File: config.mk
export PLATFORM = sky130hd
export DESIGN_NAME = uart_rx_ctrl
export DESIGN_NICKNAME = d
export VERILOG_FILES = /design/src/rtl/uart_rx_pkg.sv /design/src/rtl/uart_rx_bit_sampler.sv /design/src/rtl/uart_rx_ctrl.sv
export SDC_FILE = /design/constraint.sdc
export NUM_CORES = 1
export LEC_CHECK = 0
export CAP_MARGIN = 5
export CELL_PAD_IN_SITES_DETAIL_PLACEMENT = 0
export CELL_PAD_IN_SITES_GLOBAL_PLACEMENT = 2
export CORE_AREA = 2 2 92 94
export CTS_CLUSTER_SIZE = 16
export DETAILED_ROUTE_END_ITERATION = 6
export DIE_AREA = 0 0 94 96
export PLACE_DENSITY_LB_ADDON = 0.08
export SYNTH_ARGS = -nofsm -noshare
export SYNTH_HDL_FRONTEND = slang
export SYNTH_SLANG_ARGS = --single-unit
File: constraint.sdc
create_clock -name CLK -period 2.77 [get_ports CLK]
set_input_delay 0.554 -clock CLK [delete_from_list [all_inputs] [get_ports CLK]]
set_output_delay 0.554 -clock CLK [all_outputs]
set_load 0.02 [all_outputs]
File: src/rtl/uart_rx_pkg.sv
// uart_rx_pkg
// Shared definitions for the UART receive controller:
//   state_t      - receiver FSM state encoding
//   PAR_EVEN/ODD - parity type selector values
//   MIN_DATA_LEN - shortest data field accepted
//   clamp_len()  - folds a requested data length into the supported range
package uart_rx_pkg;

  typedef enum logic [2:0] {
    IDLE     = 3'd0,
    START    = 3'd1,
    DATA     = 3'd2,
    PARITY   = 3'd3,
    STOP1    = 3'd4,
    STOP2    = 3'd5,
    DONE     = 3'd6,
    BRK_WAIT = 3'd7
  } state_t;

  localparam logic PAR_EVEN = 1'b0;
  localparam logic PAR_ODD  = 1'b1;

  localparam int MIN_DATA_LEN = 5;

  // Requests shorter than the minimum are widened, requests wider than the
  // data register are narrowed, so a frame can never index past P_DATA.
  function automatic logic [3:0] clamp_len(input logic [3:0] len,
                                           input logic [3:0] max_len);
    if (len < 4'(MIN_DATA_LEN))
      return 4'(MIN_DATA_LEN);
    else if (len > max_len)
      return max_len;
    else
      return len;
  endfunction

endpackage

File: src/rtl/uart_rx_bit_sampler.sv
// uart_rx_bit_sampler
// Oversampling edge counter plus 2-of-3 majority vote for one serial bit.
// Ports:
//   clk, rst  - clock, synchronous active-high reset
//   clear     - holds the edge counter at 0 while no frame is running
//   prescale  - oversampling ratio of the current frame (even, >= 6)
//   rx        - serial line
//   bit_val   - voted bit value, meaningful while decide is high
//   decide    - high in the cycle the vote is taken (edge count mid+1)
//   boundary  - high in the last cycle of a bit (edge count prescale-1)
module uart_rx_bit_sampler #(
  parameter int PRESCALE_WIDTH = 6
) (
  input  logic                      clk,
  input  logic                      rst,
  input  logic                      clear,
  input  logic [PRESCALE_WIDTH-1:0] prescale,
  input  logic                      rx,
  output logic                      bit_val,
  output logic                      decide,
  output logic                      boundary
);

  logic [PRESCALE_WIDTH-1:0] edge_cnt;
  logic [PRESCALE_WIDTH-1:0] mid;
  logic [PRESCALE_WIDTH-1:0] last_cnt;
  logic                      samp_a;
  logic                      samp_b;

  assign mid      = prescale >> 1;
  assign last_cnt = prescale - PRESCALE_WIDTH'(1);

  always_ff @(posedge clk) begin
    if (rst || clear)
      edge_cnt <= '0;
    else if (edge_cnt == last_cnt)
      edge_cnt <= '0;
    else
      edge_cnt <= edge_cnt + PRESCALE_WIDTH'(1);
  end

  // The first two votes are stored; the third is the live line value in the
  // deciding cycle, so the decision costs no extra cycle of latency.
  always_ff @(posedge clk) begin
    if (rst) begin
      samp_a <= 1'b0;
      samp_b <= 1'b0;
    end else begin
      if (edge_cnt == mid - PRESCALE_WIDTH'(1))
        samp_a <= rx;
      if (edge_cnt == mid)
        samp_b <= rx;
    end
  end

  assign bit_val  = (samp_a & samp_b) | (samp_a & rx) | (samp_b & rx);
  assign decide   = !clear && (edge_cnt == mid + PRESCALE_WIDTH'(1));
  assign boundary = !clear && (edge_cnt == last_cnt);

endmodule

File: src/rtl/uart_rx_ctrl.sv
// uart_rx_ctrl
// UART receiver with configurable data length, optional parity, one or two
// stop bits, start-glitch rejection and break detection.
// Ports:
//   CLK, RST      - clock, synchronous active-high reset
//   RX_IN         - serial line, idle high
//   Prescale      - oversampling ratio (even, >= 6)
//   Data_Len      - data bits per frame, clamped to 5..MAX_WIDTH
//   PAR_EN        - parity bit present
//   PAR_TYP       - 0 even, 1 odd parity
//   Stop2         - two stop bits
//   P_DATA        - received word, right-aligned, held until the next frame
//   Data_Valid    - one-cycle pulse, frame received without error
//   Par_Err       - one-cycle pulse, parity mismatch
//   Stp_Err       - one-cycle pulse, a stop bit was 0 (also on break)
//   Strt_Glitch   - one-cycle pulse, start bit did not hold low
//   Brk_Det       - one-cycle pulse, whole frame was low
//   Busy          - receiver is not idle
module uart_rx_ctrl
  import uart_rx_pkg::*;
#(
  parameter int MAX_WIDTH      = 9,
  parameter int PRESCALE_WIDTH = 6
) (
  input  logic                      CLK,
  input  logic                      RST,
  input  logic                      RX_IN,
  input  logic [PRESCALE_WIDTH-1:0] Prescale,
  input  logic [3:0]                Data_Len,
  input  logic                      PAR_EN,
  input  logic                      PAR_TYP,
  input  logic                      Stop2,
  output logic [MAX_WIDTH-1:0]      P_DATA,
  output logic                      Data_Valid,
  output logic                      Par_Err,
  output logic                      Stp_Err,
  output logic                      Strt_Glitch,
  output logic                      Brk_Det,
  output logic                      Busy
);

  state_t                    state;
  state_t                    next_state;

  logic [PRESCALE_WIDTH-1:0] prescale_r;
  logic [3:0]                len_r;
  logic                      par_en_r;
  logic                      par_typ_r;
  logic                      stop2_r;

  logic [3:0]                bit_idx;
  logic [3:0]                last_idx;
  logic                      par_acc;
  logic                      par_err_r;
  logic                      stp_err_r;
  logic                      all_zero_r;
  logic [MAX_WIDTH-1:0]      p_data;

  logic                      start_det;
  logic                      sampler_clear;
  logic                      bit_val;
  logic                      decide;
  logic                      boundary;

  assign start_det     = (state == IDLE) && !RX_IN;
  assign last_idx      = len_r - 4'd1;
  // Only bit-timed states run the edge counter; everywhere else it sits at 0
  // so the first cycle after start detection is edge count 0.
  assign sampler_clear = (state == IDLE) || (state == DONE) || (state == BRK_WAIT);

  uart_rx_bit_sampler #(
    .PRESCALE_WIDTH (PRESCALE_WIDTH)
  ) u_sampler (
    .clk      (CLK),
    .rst      (RST),
    .clear    (sampler_clear),
    .prescale (prescale_r),
    .rx       (RX_IN),
    .bit_val  (bit_val),
    .decide   (decide),
    .boundary (boundary)
  );

  always_ff @(posedge CLK) begin
    if (RST)
      state <= IDLE;
    else
      state <= next_state;
  end

  // Stop bits leave on their decision rather than the bit boundary, which
  // leaves half a bit of slack to catch a start bit that follows directly.
  always_comb begin
    next_state = state;
    case (state)
      IDLE:     if (!RX_IN) next_state = START;
      START: begin
        if (decide && bit_val) next_state = IDLE;
        else if (boundary)     next_state = DATA;
      end
      DATA:     if (boundary && (bit_idx == last_idx))
                  next_state = par_en_r ? PARITY : STOP1;
      PARITY:   if (boundary) next_state = STOP1;
      STOP1: begin
        if (decide && !stop2_r)     next_state = DONE;
        else if (boundary && stop2_r) next_state = STOP2;
      end
      STOP2:    if (decide) next_state = DONE;
      DONE:     next_state = all_zero_r ? BRK_WAIT : IDLE;
      BRK_WAIT: if (RX_IN) next_state = IDLE;
      default:  next_state = IDLE;
    endcase
  end

  // Frame configuration is frozen at start detection; per-frame status
  // flags are re-armed at the same moment. all_zero_r starts set because
  // reaching DATA at all implies the start bit voted 0.
  always_ff @(posedge CLK) begin
    if (RST) begin
      prescale_r <= '0;
      len_r      <= '0;
      par_en_r   <= 1'b0;
      par_typ_r  <= PAR_EVEN;
      stop2_r    <= 1'b0;
      bit_idx    <= '0;
      par_acc    <= 1'b0;
      par_err_r  <= 1'b0;
      stp_err_r  <= 1'b0;
      all_zero_r <= 1'b0;
      p_data     <= '0;
    end else begin
      if (start_det) begin
        prescale_r <= Prescale;
        len_r      <= clamp_len(Data_Len, 4'(MAX_WIDTH));
        par_en_r   <= PAR_EN;
        par_typ_r  <= PAR_TYP ? PAR_ODD : PAR_EVEN;
        stop2_r    <= Stop2;
        bit_idx    <= '0;
        par_err_r  <= 1'b0;
        stp_err_r  <= 1'b0;
        all_zero_r <= 1'b1;
      end

      if (decide && bit_val)
        all_zero_r <= 1'b0;

      case (state)
        DATA: begin
          // The first data bit wipes the previous word, so bits above the
          // frame length read as 0 and the old word stays visible until then.
          if (decide) begin
            p_data  <= ((bit_idx == 4'd0) ? '0 : p_data) |
                       (MAX_WIDTH'(bit_val) << bit_idx);
            par_acc <= (bit_idx == 4'd0) ? bit_val : (par_acc ^ bit_val);
          end
          if (boundary)
            bit_idx <= (bit_idx == last_idx) ? 4'd0 : bit_idx + 4'd1;
        end
        PARITY: begin
          if (decide)
            par_err_r <= (bit_val != (par_acc ^ par_typ_r));
        end
        STOP1, STOP2: begin
          if (decide && !bit_val)
            stp_err_r <= 1'b1;
        end
        default: ;
      endcase
    end
  end

  always_comb begin
    Data_Valid  = 1'b0;
    Par_Err     = 1'b0;
    Stp_Err     = 1'b0;
    Strt_Glitch = 1'b0;
    Brk_Det     = 1'b0;
    case (state)
      START: Strt_Glitch = decide && bit_val;
      DONE: begin
        Par_Err    = par_err_r;
        Stp_Err    = stp_err_r || all_zero_r;
        Brk_Det    = all_zero_r;
        Data_Valid = !par_err_r && !stp_err_r && !all_zero_r;
      end
      default: ;
    endcase
  end

  assign Busy   = (state != IDLE);
  assign P_DATA = p_data;

endmodule

## After elaboration in Yosys (flattened, before gate mapping)

Index checks and enable logic that the tools add are counted.

| operators by class | value |
|---|---|
| $add $sub $neg | 6 |
| magnitude comparators | 2 |
| eq/ne operators | 20 |
| shifts and indexed selects | 1 |
| multiplexer cells | 32 |
| bitwise gates (word level) | 8 |
| reductions and logical operators | 29 |

Operators by type and width:

| kind | number |
|---|---|
| $mux 3 | 11 |
| $mux 4 | 6 |
| $pmux 3 s8 | 1 |
| $eq 6x6->1 | 3 |
| $mux 1 | 13 |
| $eq 3x3->1 const B | 4 |
| $logic_and 1x1->1 | 10 |
| $ne 2x2->1 const B | 5 |
| $mux 9 | 1 |
| $or 9x9->9 | 1 |
| $shl 1x4->9 | 1 |
| $logic_not 1->1 | 7 |
| $reduce_and 7->1 | 1 |
| $add 5x1->6 const B | 1 |
| $add 6x1->6 const B | 1 |
| $eq 3x2->1 const B | 2 |
| $eq 6x5->1 | 1 |
| $ne 3x3->1 const B | 2 |
| $reduce_or 2->1 | 3 |
| $sub 5x1->6 const B | 1 |
| $sub 6x1->6 const B | 1 |
| $add 4x1->4 const B | 1 |
| $eq 4x4->1 | 1 |
| $gt 4x4->1 const B | 1 |
| 12 further kinds | 19 |

| word-level totals | value |
|---|---|
| register bits after elaboration | 41 |
| input port bits | 16 |
| output and inout port bits | 15 |
| logic and storage cells | 113 |

## Longest topological paths before layout

| depth | value |
|---|---|
| depth after elaboration | 9 |
| mapped depth | 11 |
| depth with buffers taken out | 9 |

## By module

A second synthesis with hierarchy kept.

| unflattened totals | value |
|---|---|
| cell total of the unflattened synthesis | 319 |
| area, all modules | 2552.4 um2 |

By module, submodules not included:

| module | times used | cells each | area each (um2) | seq. area each (um2) |
|---|---|---|---|---|
| uart_rx_ctrl | 1 | 216 | 1686.6 | 660.6 |
| uart_rx_bit_sampler | 1 | 103 | 865.8 | 160.2 |

## Worst setup path before layout

OpenSTA, ideal clock, no wires.

| path | value |
|---|---|
| path type | register to output |
| from | register prescale_r[2] |
| to | output Strt_Glitch |
| arrival time | 2.162 ns |
| data required time | 2.216 ns |
| path slack | 0.054 ns |
| cell stages (with the launch flop) | 9 |
| buffers on the path | 1 |
| cells stage by stage | dfxtp_1 > buf_2 > inv_1 > ha_1 > xnor2_1 > o211ai_1 > nor4b_2 > nand3_1 > nor3_1 |

| on the way | value |
|---|---|
| word-level cells in the longest chain between the ends | 5 |

RTL lines:

| what | line | RTL |
|---|---|---|
| start: declaration | uart_rx_ctrl.sv:45 | `logic [PRESCALE_WIDTH-1:0] prescale_r;` |
| start signal: assignment | uart_rx_ctrl.sv:133 | `prescale_r <= Prescale;` |
| $add 5x1->6 | uart_rx_bit_sampler.sv:57 | `assign decide = !clear && (edge_cnt == mid + PRESCALE_WIDTH'(1));` |
| $eq 6x6->1 | uart_rx_bit_sampler.sv:57 |  |
| $logic_and 1x1->1 | uart_rx_bit_sampler.sv:57 |  |
| $logic_and 1x1->1 | uart_rx_ctrl.sv:179 | `START: Strt_Glitch = decide && bit_val;` |
| $mux 1 | uart_rx_ctrl.sv:178 | `case (state)` |
| end: declaration | uart_rx_ctrl.sv:37 | `output logic Strt_Glitch,` |

No other way between the ends.

## Final worst setup path

| path | value |
|---|---|
| from | register prescale_r[1] |
| to | output Strt_Glitch |

Same word-level chain as after synthesis.

==> flow_summary.yaml <==
run_status:
  status: "finished clean"
clock_tree:
  cts_root_buf: "clkbuf_8"
  clkSlewWorstSetupHoldPaths_ns: 0.08
  clock_latency_ns: 0.30
  cts_tree: "yes"
  hold_buffers: 0
  h-tree-depth: 2
  cts_buffers: 5
  clock_sinks: 41
  cts_max_path_buffers: 2
floorplanning:
  start_util: 0.310
  fp-row-count: 33
  core-area_um2: 8050
  die_y_um: 96
  io_pins: 31
  die-area_um2: 9020
  die_w_um: 94
cells_and_area:
  final_util: 0.404
  seq_area_um2: 825
  fin_nets: 405
  post_route_cells_drive_above_1_share: 0.170
  syn_to_final_growth_pct: 30.4
  diodes: 0
  multiInputGateArea_um2: 1550
  fill_cells: 858
  fin_cells: 487
  fin_area_um2: 3260
logic_synthesis:
  synth_top_area_frac: 0.329
  synth_edf_count: 0
  syn_inst: 325
  synth.area.top_cells: "dfxtp_1 33%, xnor2_1 7.4%, nand2_1 6.9%"
  yosysWarnings: 0
  yosysSeqAreaShare: 0.329
  synth_top_area_cell: "dfxtp_1"
  postSynthRegisterBits: 41
  yosysUniqueCellTypes: 51
  ys.flop_type: "dfxtp_1"
  synth_fp_nets: 349
  async_flop_share: 0
  postSynthAreaPerCell_um2: 7.68
  synthesis.area_um2: 2500
setup_path:
  cp.required_ns: 2.22
  r2r-start: "len_r[0]$_SDFFE_PP0P_"
  startpoint: "prescale_r[1]$_SDFFE_PP0P_"
  endpoint_kind: "primary output"
  crit_path_start_kind: "register"
  cp_max_fo: 2
  arrival_ns: 2.07
  r2r_slack_ns: 0.20
  r2r_cells: 8
  reg2reg_to: "state[1]$_SDFFE_PP0P_"
  crit_end: "Strt_Glitch"
  crit_type: "register to primary output"
sta:
  setup_tns_ns: 0
  fin_hold_ws_ns: 0.456
  slew_headroom: 0.466
  timing.final.crit_share: 0.949
  fin_crit_ns: 2.63
  slew_viol_final: 0
  fmaxAchievable_ghz: 0.381
  hold_viol: 0
  clock_skew_ns: 0.0134
  grt_setup_unrepaired: "yes"
  finalSetupViolCount: 0
  tightestPinTransition_ns: 0.792
  setup_ws_ns: 0.142
route:
  routed_via_density: 4.97
  ant_nets: 0
  via_count: 2419
  wirelength_mm: 6.91
  drtPass1Iterations: 4
  drt-initial-drc-count: 77
  wl_per_cell_um: 14.2
  drcViolationCount: 0
global_route:
  met2_usage: 0.283
  grt_util_met3: 0.0251
  antenna_found_initial: 0
  grt_use_total: 0.167
  grt.met1_usage: 0.224
  gr-total-overflow: 0
  grt.busiest_layer: "met2"
  grt_max_degree: 16
  grt_pass1_wl_mm: 11.8
  grt_pass1_vias: 2462
power:
  pwr_density_cell_nw_per_um2: 625
  peakVddDrop_v: 0.000256
  total_power_mw: 2.04
  p_leak_nw: 1.21
place:
  portBuffers: 30
  post-dp-hpwl_mm: 5.40
  dp.cells: 478
  pre_cts_ws_ns: -0.205
  place_area_um2: 3120
  gp_congestion: 0.779
hold_path:
  min_path_type: "register to register"
flow_run:
  maxCapViolations: 0
-- cells in the final DEF, fill, tap and decap left out, types with 3 or more instances in the layout --
cell,netlist,routed
a211oi_1,4,4
a21oi_1,26,26
a31oi_1,4,4
and3_1,6,6
buf_4,0,41
clkbuf_8,0,5
clkdlybuf4s50_1,0,28
dfxtp_1,41,38
dfxtp_2,0,3
ha_1,8,7
inv_1,18,16
mux2i_1,4,4
nand2_1,46,46
nand2b_1,6,6
nand3_1,9,9
nand3b_1,4,4
nor2_1,33,33
nor3_1,12,10
o211ai_1,3,3
o21ai_0,10,10
o22ai_1,3,3
or3_1,4,4
xnor2_1,21,20
xor2_1,8,8
-- layer usage --
layer | part of all wire | routed length, um
met1 | 0.51 | 3520
met2 | 0.45 | 3130
met3 | 0.026 | 181
met4 | 0.011 | 76
met5 | 0 | 0
-- worst min-delay path by stage --
stage                             end              startpoint  slack (ns)  cells after the start
2_1_floorplan    stp_err_r$_SDFF_PP0_    stp_err_r$_SDFF_PP0_        0.44                      2
3_3_place_gp   P_DATA[7]$_SDFFE_PP0P_  P_DATA[7]$_SDFFE_PP0P_        0.45                      2
3_5_place_dp   P_DATA[7]$_SDFFE_PP0P_  P_DATA[7]$_SDFFE_PP0P_        0.45                      2
4_1_cts        P_DATA[7]$_SDFFE_PP0P_  P_DATA[7]$_SDFFE_PP0P_        0.46                      2
5_1_grt        par_typ_r$_SDFFE_PP0P_  par_typ_r$_SDFFE_PP0P_        0.51                      2
6_report       P_DATA[7]$_SDFFE_PP0P_  P_DATA[7]$_SDFFE_PP0P_        0.46                      2
-- critical path, stage by stage (launching register included) --
cell and delay (ns):
dfxtp_2 0.34, inv_2 0.05, ha_4 0.23, xnor2_2 0.15, o211ai_1 0.13, nor4b_2 0.31, nand3_1 0.19, nor3_2 0.22
buf_4 0.16
-- what timing repair did --
action	CTS	global route
buffers inserted	1	0
cloned	0	0
endpoints found under the setup margin	1	10
resized for setup	8	10
endpoints found under the hold margin	0	0
pin swaps	3	5
-- layout make-up --
cell class	instances	area share
Sequential cell	41	0.253
Timing Repair Buffer	70	0.184
Clock inverter	1	0.00231
Clock buffer	7	0.0234
Multi-Input combinational cell	245	0.475
Tap cell	105	0.0404
Inverter	18	0.0208
-- power breakdown --
group	switching (mW)	internal, mW
clock	0.220	0.179
sequential	0.0654	0.655
combinational	0.488	0.428
-- cells in the mapped netlist, types with 3 or more instances --
cell type,instances
buf_2,7
nand3_1,9
nand2_1,46
xnor2_1,21
or3_1,4
nand2b_1,6
o211ai_1,3
nor3_1,12
a21oi_1,26
o22ai_1,3
mux2i_1,4
xor2_1,8
ha_1,8
a31oi_1,4
o21ai_0,10
and3_1,6
inv_1,18
a211oi_1,4
nand3b_1,4
clkbuf_1,12
dfxtp_1,41
nor2_1,33
-- flip-flops by register name (all words and copies together), names as in the netlist, 3 cells and up --
register            flops
state                   3
len_r                   4
bit_idx                 4
prescale_r              6
u_sampler.edge_cnt      6
P_DATA                  9
-- kinds of logic (layout without fill, tap and decap cells) --
kind of cell               count (synthesis)  in the layout  share of synthesized area
and+or+nand+nor                          133            133                      0.261
AOI/OAI and AO/OA                         70             70                      0.180
DFF                                       41             41                      0.329
buffers and inverters                     39             96                     0.0657
xor gates and xnor gates                  30             30                      0.108
adders and majority gates                  8              8                     0.0401
muxes                                      4              4                     0.0160
(Power assumes the default switching activity.)
